## src/rtl/cpu_pkg.sv

```systemverilog
// Shared CPU constants and the register-address type used by the write-back
// stage and its register-file read ports.
package cpu_pkg;

    localparam int unsigned REG_ADDR_W = 5;
    localparam int unsigned NUM_REGS   = 32;

    typedef logic [REG_ADDR_W-1:0] reg_addr_t;

    localparam reg_addr_t   REG_ZERO     = 5'd0;
    localparam logic [31:0] BUBBLE_INSTR = 32'h0;

    // r0 is hardwired to zero, so a write to it never fires.
    function automatic logic write_fires(input logic we, input reg_addr_t addr);
        return we && (addr != REG_ZERO);
    endfunction

endpackage

```

## src/rtl/wb_regfile_read_port.sv

```systemverilog
// One combinational register-file read port: r0 forces zero, otherwise a
// same-cycle write to the same address is forwarded ahead of the stored value.
module regfile_read_port
    import cpu_pkg::*;
#(
    parameter int unsigned DATA_W = 32
) (
    input  logic [REG_ADDR_W-1:0] rd_addr_i,
    input  logic                  wr_fire_i,
    input  logic [REG_ADDR_W-1:0] wr_addr_i,
    input  logic [DATA_W-1:0]     wr_data_i,
    input  logic [DATA_W-1:0]     stored_i,
    output logic [DATA_W-1:0]     rd_data_o
);

    always_comb begin
        rd_data_o = '0;
        if (rd_addr_i == REG_ZERO) begin
            rd_data_o = '0;
        end else if (wr_fire_i && (wr_addr_i == rd_addr_i)) begin
            rd_data_o = wr_data_i;
        end else begin
            rd_data_o = stored_i;
        end
    end

endmodule

```

## src/rtl/wb_regfile.sv

```systemverilog
// Write-back stage: selects the WB value, commits it into the 32x32 register
// file, serves rs/rt/debug reads with write-first bypass, and keeps a commit trace.
module wb_regfile
    import cpu_pkg::*;
#(
    parameter int unsigned DATA_W = 32,
    parameter int unsigned CNT_W  = 32
) (
    input  logic                  clk,
    input  logic                  reset_n,
    input  logic                  wb_reg_write,
    input  logic                  wb_mem_to_reg,
    input  logic [REG_ADDR_W-1:0] wb_write_reg,
    input  logic [DATA_W-1:0]     wb_alu_result,
    input  logic [DATA_W-1:0]     wb_read_data,
    input  logic [31:0]           wb_instr,
    input  logic [31:0]           wb_pc,
    input  logic [REG_ADDR_W-1:0] rs_addr,
    input  logic [REG_ADDR_W-1:0] rt_addr,
    output logic [DATA_W-1:0]     rs_data,
    output logic [DATA_W-1:0]     rt_data,
    input  logic [REG_ADDR_W-1:0] dbg_addr,
    output logic [DATA_W-1:0]     dbg_data,
    output logic                  commit_valid,
    output logic [31:0]           commit_pc,
    output logic                  commit_we,
    output logic [REG_ADDR_W-1:0] commit_reg,
    output logic [DATA_W-1:0]     commit_data,
    output logic [CNT_W-1:0]      retired_count
);

    logic [DATA_W-1:0]     regs_q [NUM_REGS];
    logic [DATA_W-1:0]     wdata;
    logic                  wr_fire;
    logic                  retire;

    logic                  commit_valid_q, commit_valid_d;
    logic [31:0]           commit_pc_q,    commit_pc_d;
    logic                  commit_we_q,    commit_we_d;
    logic [REG_ADDR_W-1:0] commit_reg_q,   commit_reg_d;
    logic [DATA_W-1:0]     commit_data_q,  commit_data_d;
    logic [CNT_W-1:0]      count_q,        count_d;

    always_comb begin
        wdata   = wb_mem_to_reg ? wb_read_data : wb_alu_result;
        wr_fire = write_fires(wb_reg_write, wb_write_reg);
        retire  = (wb_instr != BUBBLE_INSTR);
    end

    always_ff @(posedge clk) begin
        if (!reset_n) begin
            for (int unsigned i = 0; i < NUM_REGS; i++) begin
                regs_q[i] <= '0;
            end
        end else if (wr_fire) begin
            regs_q[wb_write_reg] <= wdata;
        end
    end

    regfile_read_port #(.DATA_W(DATA_W)) u_rs_port (
        .rd_addr_i (rs_addr),
        .wr_fire_i (wr_fire),
        .wr_addr_i (wb_write_reg),
        .wr_data_i (wdata),
        .stored_i  (regs_q[rs_addr]),
        .rd_data_o (rs_data)
    );

    regfile_read_port #(.DATA_W(DATA_W)) u_rt_port (
        .rd_addr_i (rt_addr),
        .wr_fire_i (wr_fire),
        .wr_addr_i (wb_write_reg),
        .wr_data_i (wdata),
        .stored_i  (regs_q[rt_addr]),
        .rd_data_o (rt_data)
    );

    regfile_read_port #(.DATA_W(DATA_W)) u_dbg_port (
        .rd_addr_i (dbg_addr),
        .wr_fire_i (wr_fire),
        .wr_addr_i (wb_write_reg),
        .wr_data_i (wdata),
        .stored_i  (regs_q[dbg_addr]),
        .rd_data_o (dbg_data)
    );

    // Bubbles (instr == 0) may still write but are neither traced nor counted.
    always_comb begin
        commit_valid_d = retire;
        commit_pc_d    = wb_pc;
        commit_we_d    = wr_fire && retire;
        commit_reg_d   = '0;
        commit_data_d  = '0;
        count_d        = count_q;
        if (commit_we_d) begin
            commit_reg_d  = wb_write_reg;
            commit_data_d = wdata;
        end
        if (retire) begin
            count_d = count_q + CNT_W'(1);
        end
    end

    always_ff @(posedge clk) begin
        if (!reset_n) begin
            commit_valid_q <= 1'b0;
            commit_pc_q    <= '0;
            commit_we_q    <= 1'b0;
            commit_reg_q   <= '0;
            commit_data_q  <= '0;
            count_q        <= '0;
        end else begin
            commit_valid_q <= commit_valid_d;
            commit_pc_q    <= commit_pc_d;
            commit_we_q    <= commit_we_d;
            commit_reg_q   <= commit_reg_d;
            commit_data_q  <= commit_data_d;
            count_q        <= count_d;
        end
    end

    always_comb begin
        commit_valid  = commit_valid_q;
        commit_pc     = commit_pc_q;
        commit_we     = commit_we_q;
        commit_reg    = commit_reg_q;
        commit_data   = commit_data_q;
        retired_count = count_q;
    end

endmodule

```

## config.mk

```make
export PLATFORM = sky130hd
export DESIGN_NAME = wb_regfile
export DESIGN_NICKNAME = d
export VERILOG_FILES = /design/src/rtl/cpu_pkg.sv /design/src/rtl/wb_regfile_read_port.sv /design/src/rtl/wb_regfile.sv
export SDC_FILE = /design/constraint.sdc
export NUM_CORES = 2
export LEC_CHECK = 0
export CAP_MARGIN = 5
export CORE_ASPECT_RATIO = 0.5
export CORE_MARGIN = 4
export CORE_UTILIZATION = 45
export CTS_CLUSTER_SIZE = 12
export DETAILED_ROUTE_END_ITERATION = 12
export HOLD_SLACK_MARGIN = 0.1
export PLACE_DENSITY = 0.68
export SYNTH_ARGS = -nofsm -noshare
export SYNTH_HDL_FRONTEND = slang
export SYNTH_SLANG_ARGS = --single-unit
```

## constraint.sdc

```tcl
create_clock -name clk -period 2.6 [get_ports clk]
set_input_delay 0.26 -clock clk [delete_from_list [all_inputs] [get_ports clk]]
set_output_delay 0.26 -clock clk [all_outputs]
set_load 0.02 [all_outputs]
```

# Word level (Yosys, flattened, before mapping)
# Memory sizes are Yosys's and may differ from the RTL's.
# Index checks and enable logic that the tools add are counted.
dict set report op_classes {
  add_sub_neg 1
  n_eq_ne 3
  n_mux 14
  n_reduce_logical 12
}
# cell n
set ops {}
lappend ops {{two-way mux 32 bit} 8}
lappend ops {{adder 32 x 1 -> 32 bit, second input constant} 1}
lappend ops {{nonzero test 32 bit} 1}
lappend ops {{OR reduction 32 bit} 1}
lappend ops {{== test 5 bit} 3}
lappend ops {{logical NOT 5 bit} 3}
lappend ops {{logical AND 1 bit} 5}
lappend ops {{two-way mux 1 bit} 5}
lappend ops {{two-way mux 5 bit} 1}
lappend ops {{nonzero test 5 bit} 1}
lappend ops {{AND reduction 2 bit} 1}
dict set report word_totals {
  regBits 103
  ramBits 1024
  input_bits 152
  n_memories 1
}
# name depth width rd rd_clocked_by_memory_dff wr line
set memory_table {}
lappend memory_table {regs_q 32 32 3 0 32 wb_regfile.sv:32} ;# logic [DATA_W-1:0] regs_q [NUM_REGS];

# Logic depth before layout (Yosys ltp)
dict set report logic_depth {
  depth_word 7
  ltp_mapped 11
}

# Cells and area by module
# A second synthesis with hierarchy kept.
dict set report hier_totals {
  hier_cells 4698
  hier_area_um2 64818.4
}
# module n_inst cells_per_inst area_per_inst_um2 seq_area_each_um2
set by_module_without_submodules {}
lappend by_module_without_submodules {wb_regfile 1 4329 62881.6 32811.5}
lappend by_module_without_submodules {regfile_read_port 3 123 645.6 0.0}

# Worst setup path after synthesis
# OpenSTA, ideal clock, no wires.
dict set report synth_path {
  path_type {input port to flip-flop}
  start {in wb_write_reg[0]}
  end {mem regs_q[24][0], enable pin}
  t_arrival_ns 2.275
  required_time_ns 2.211
  slack_ns -0.065
  stages 5
  cell_sequence {buf_4 -> nor4_1 -> nand2_1 -> clkbuf_1 -> nand2_1}
}
# element line
set synth_rtl {}
lappend synth_rtl {{start, declared} wb_regfile.sv:13} ;# input logic [REG_ADDR_W-1:0] wb_write_reg,
lappend synth_rtl {{end, declared} wb_regfile.sv:32}

==> results.md <==
* Clk_lat worst skew at 0.75 ns
* Avg Inst Size Synth at 13.12 µm²
* Critical Path Source Type: flip-flop
* CP max FO at 3
* Vias in the first global route at 56350
* Fillers at 10940
* Critical path class: flip-flop to output pin
* Hold_ws at 0.1901 ns
* Initial DRC Count at 12000
* Overall Global Routing Usage at 42.71%
* Via Count at 58430
* Top cells by area, synth: edfxtp_1, mux4_2, nor2_1, mux2i_1, dfxtp_1
* Netlist cell types at 69
* Final hold violation count at 0
* Worst setup path start: regs_q[22][27]
* Worst Hold Class: input pin to flip-flop
* Full die area at 150500 µm²
* Layout area overhead at 32.43%
* Worst R2R End: retired_count[25]
* Max-cap viol count at 0
* Failing checks: setup timing
* Multi-input gate area at 32710 µm²
* Post-route ant nets at 0
* Hold Crit Start: wb_write_reg[4]
* Cell Area, Synth at 64810 µm²
* Number of enable flip-flop cells after synthesis at 1024
* Nets at 6139
* Sink Count at 1127
* Most used DFF post-synth: edfxtp_1
* Final period util at 120.6%
* Antenna violations before repair at 22
* Sequential Area at 32810 µm²
* Number of synthesis warnings at 0
* DP HPWL at 221800 µm
* Reg2reg setup slack at 0.32 ns
* PD cells at 565.8 nW/µm²
* Cts bufs inserted at 111
* DRT Wirelength at 329800 µm
* Unrepaired setup endpoints after global routing: yes
* Max reg flops at 1024
* R2R cell count at 6
* Htree depth at 3
* Post-synth ARST share at 0%
* Routed length per placed instance at 41.37 µm
* Final setup fails at 93
* Cells after Synth at 4940
* Crit path DAT at 2.88 ns
* Leading cell type in the layout, fill and taps excluded: nor2_1
* Gr ovfl total at 0
* Worst Hold Depth at 3
* Die X at 544.7 µm
* Setup tns final at -22.43 ns
* Worst Path Required at 2.34 ns
* Synth area leader: edfxtp_1
* Most flops, register: regs_q
* Max Fclk at 0.3188 GHz
* I/O pins at 351
* RePlAce Congestion at 1.032
* Initial core utilization at 45.33%
* Rows at 98
* Most frequent cells in the layout: nor2_1, edfxtp_1, buf_4
* Static Leak at 31.25 nW
* Max_slew headroom at 45.61%
* Final setup margin at -0.5368 ns
* Fin crit period at 3.137 ns
* Crit path capture type: output pin
* Max Clock Skew at 0.01222 ns
* Die height at 276.4 µm
* Hold endpoint: commit_reg[4]
* Seq/Total Area, Yosys at 50.63%
* Max Root-Sink Buffers at 3
* Drt pass-1 iters at 9
* Root buffer cell: clkbuf_16
* Top cell type's share of synthesized area at 47.45%
* Residual DRC at 0
* Yosys reg bits at 1127
* Status: complete, but fails checks
* Drt via density at 7.331
* Core Region at 143000 µm²
* CTS tree: done
* Worst Max-Slew Pin Slew at 0.8159 ns
* Final Slew Violations at 0
* First-pass GRT wire length at 445900 µm
* Reg2reg start: retired_count[4]
* Largest net degree at the start of global routing at 65
* Maximum vdd drop at 0.0005643 V
* Fraction of layout cells with a size suffix above 1 at 41.22%
* Clk slew on worst S/H paths at 0.07 ns
* I/O Buffers at 350
## worst max-delay path, cell delays in order (launching register included)
cell and delay [ns]:
edfxtp_1 0.42, mux4_2 0.51, mux2_4 0.28, a21oi_2 0.13
buf_6 0.15, nor3_2 0.04, a221o_1 0.41, buf_6 0.18
## worst max path at each step
stage                                to  slack (ns)
after floorplan           regs_q[25][0]        0.07
after global placement      rt_data[21]       -0.94
after detailed placement    rt_data[21]       -1.01
after CTS                   rt_data[27]       -0.51
after global routing        rt_data[27]       -0.54
final                       rt_data[27]       -0.54
## final cells by class
type	instances	share of cell area (%)
Clock buffer	157	3.503
Multi-Input combinational cell	3304	38.11
Timing Repair Buffer	1435	17.03
Antenna cell	13	0.03790
Clock inverter	28	0.2814
Inverter	7	0.03207
Sequential cell	1127	38.23
Tap cell	1900	2.770
## cell families (layout without fill, tap and decap cells)
kind of cell / Yosys count / in the layout / synth area share, %
flops: 1127 / 1127 / 50.63
simple gates: 1649 / 1649 / 10.82
mux: 943 / 943 / 27.13
fa+ha+maj: 1 / 1 / 0.01930
compound gates: 634 / 634 / 6.890
buf+inv: 540 / 1627 / 3.896
other cells: 1 / 45 / 0.005786
xor+xnor: 45 / 45 / 0.6081
## layer usage
| layer | track usage, % | wire length, µm | vias up |
|---|---|---|---|
| li1 | - | - | 21340 |
| met1 | 54.17 | 107800 | 28990 |
| met2 | 56.17 | 128700 | 6569 |
| met3 | 24.09 | 67280 | 1511 |
| met4 | 25.60 | 25680 | 24 |
| met5 | 1.489 | 296 | - |
## cells in the mapped netlist, types with 12 or more instances
cell type,number
o22ai_1,139
a2111oi_0,13
mux2_2,38
a22oi_1,146
nand2_1,182
buf_4,59
mux4_2,647
buf_6,13
nor4_1,25
xor2_1,27
nor2b_1,67
nand2b_1,14
nand4_1,19
o21ai_0,62
o22a_1,12
a211oi_1,117
nand3_1,67
dfxtp_1,103
o211ai_1,33
mux2i_1,258
nor3_1,56
buf_2,140
buf_1,24
edfxtp_1,1024
and2_1,44
clkbuf_1,296
a221oi_1,12
a21oi_1,31
xnor2_1,18
nor2_1,1118
## per-stage QoR
stage / setup slack [ns] / std cells / instance area (µm²) / power [mW] / util, %
2_1_floorplan: 0.06646 / 4971 / 64940 / 26.49 / -
3_3_place_gp: -0.9409 / 7690 / 79200 / 31.75 / 55.40
3_5_place_dp: -1.009 / 7690 / 79200 / 31.95 / 55.40
4_1_cts: -0.5105 / 7943 / 84980 / 47.68 / 59.44
5_1_grt: -0.5372 / 7959 / 85800 / 49.31 / 60.01
6_report: -0.5368 / 7971 / 85830 / 48.56 / 60.03
## where the power goes
| part | switching [mW] | internal, mW | leakage (nW) | total [mW] |
|---|---|---|---|---|
| clock network | 7.41 | 8.19 | 1.59 | 15.6 |
| registers | 0.762 | 20.7 | 10.6 | 21.5 |
| logic | 6.43 | 5.03 | 19.1 | 11.5 |
## repair_timing
action / 4_1_cts / 5_1_grt
setup endpoints to repair: 96 / 96
pin swaps: 226 / 81
resized for setup: 940 / 153
cloned: 2 / 0
endpoints found under the hold margin: 34 / 0
buffers inserted: 78 / 22
hold buffers: 34 / 0
No activity file was read; power rests on OpenSTA's default activity.
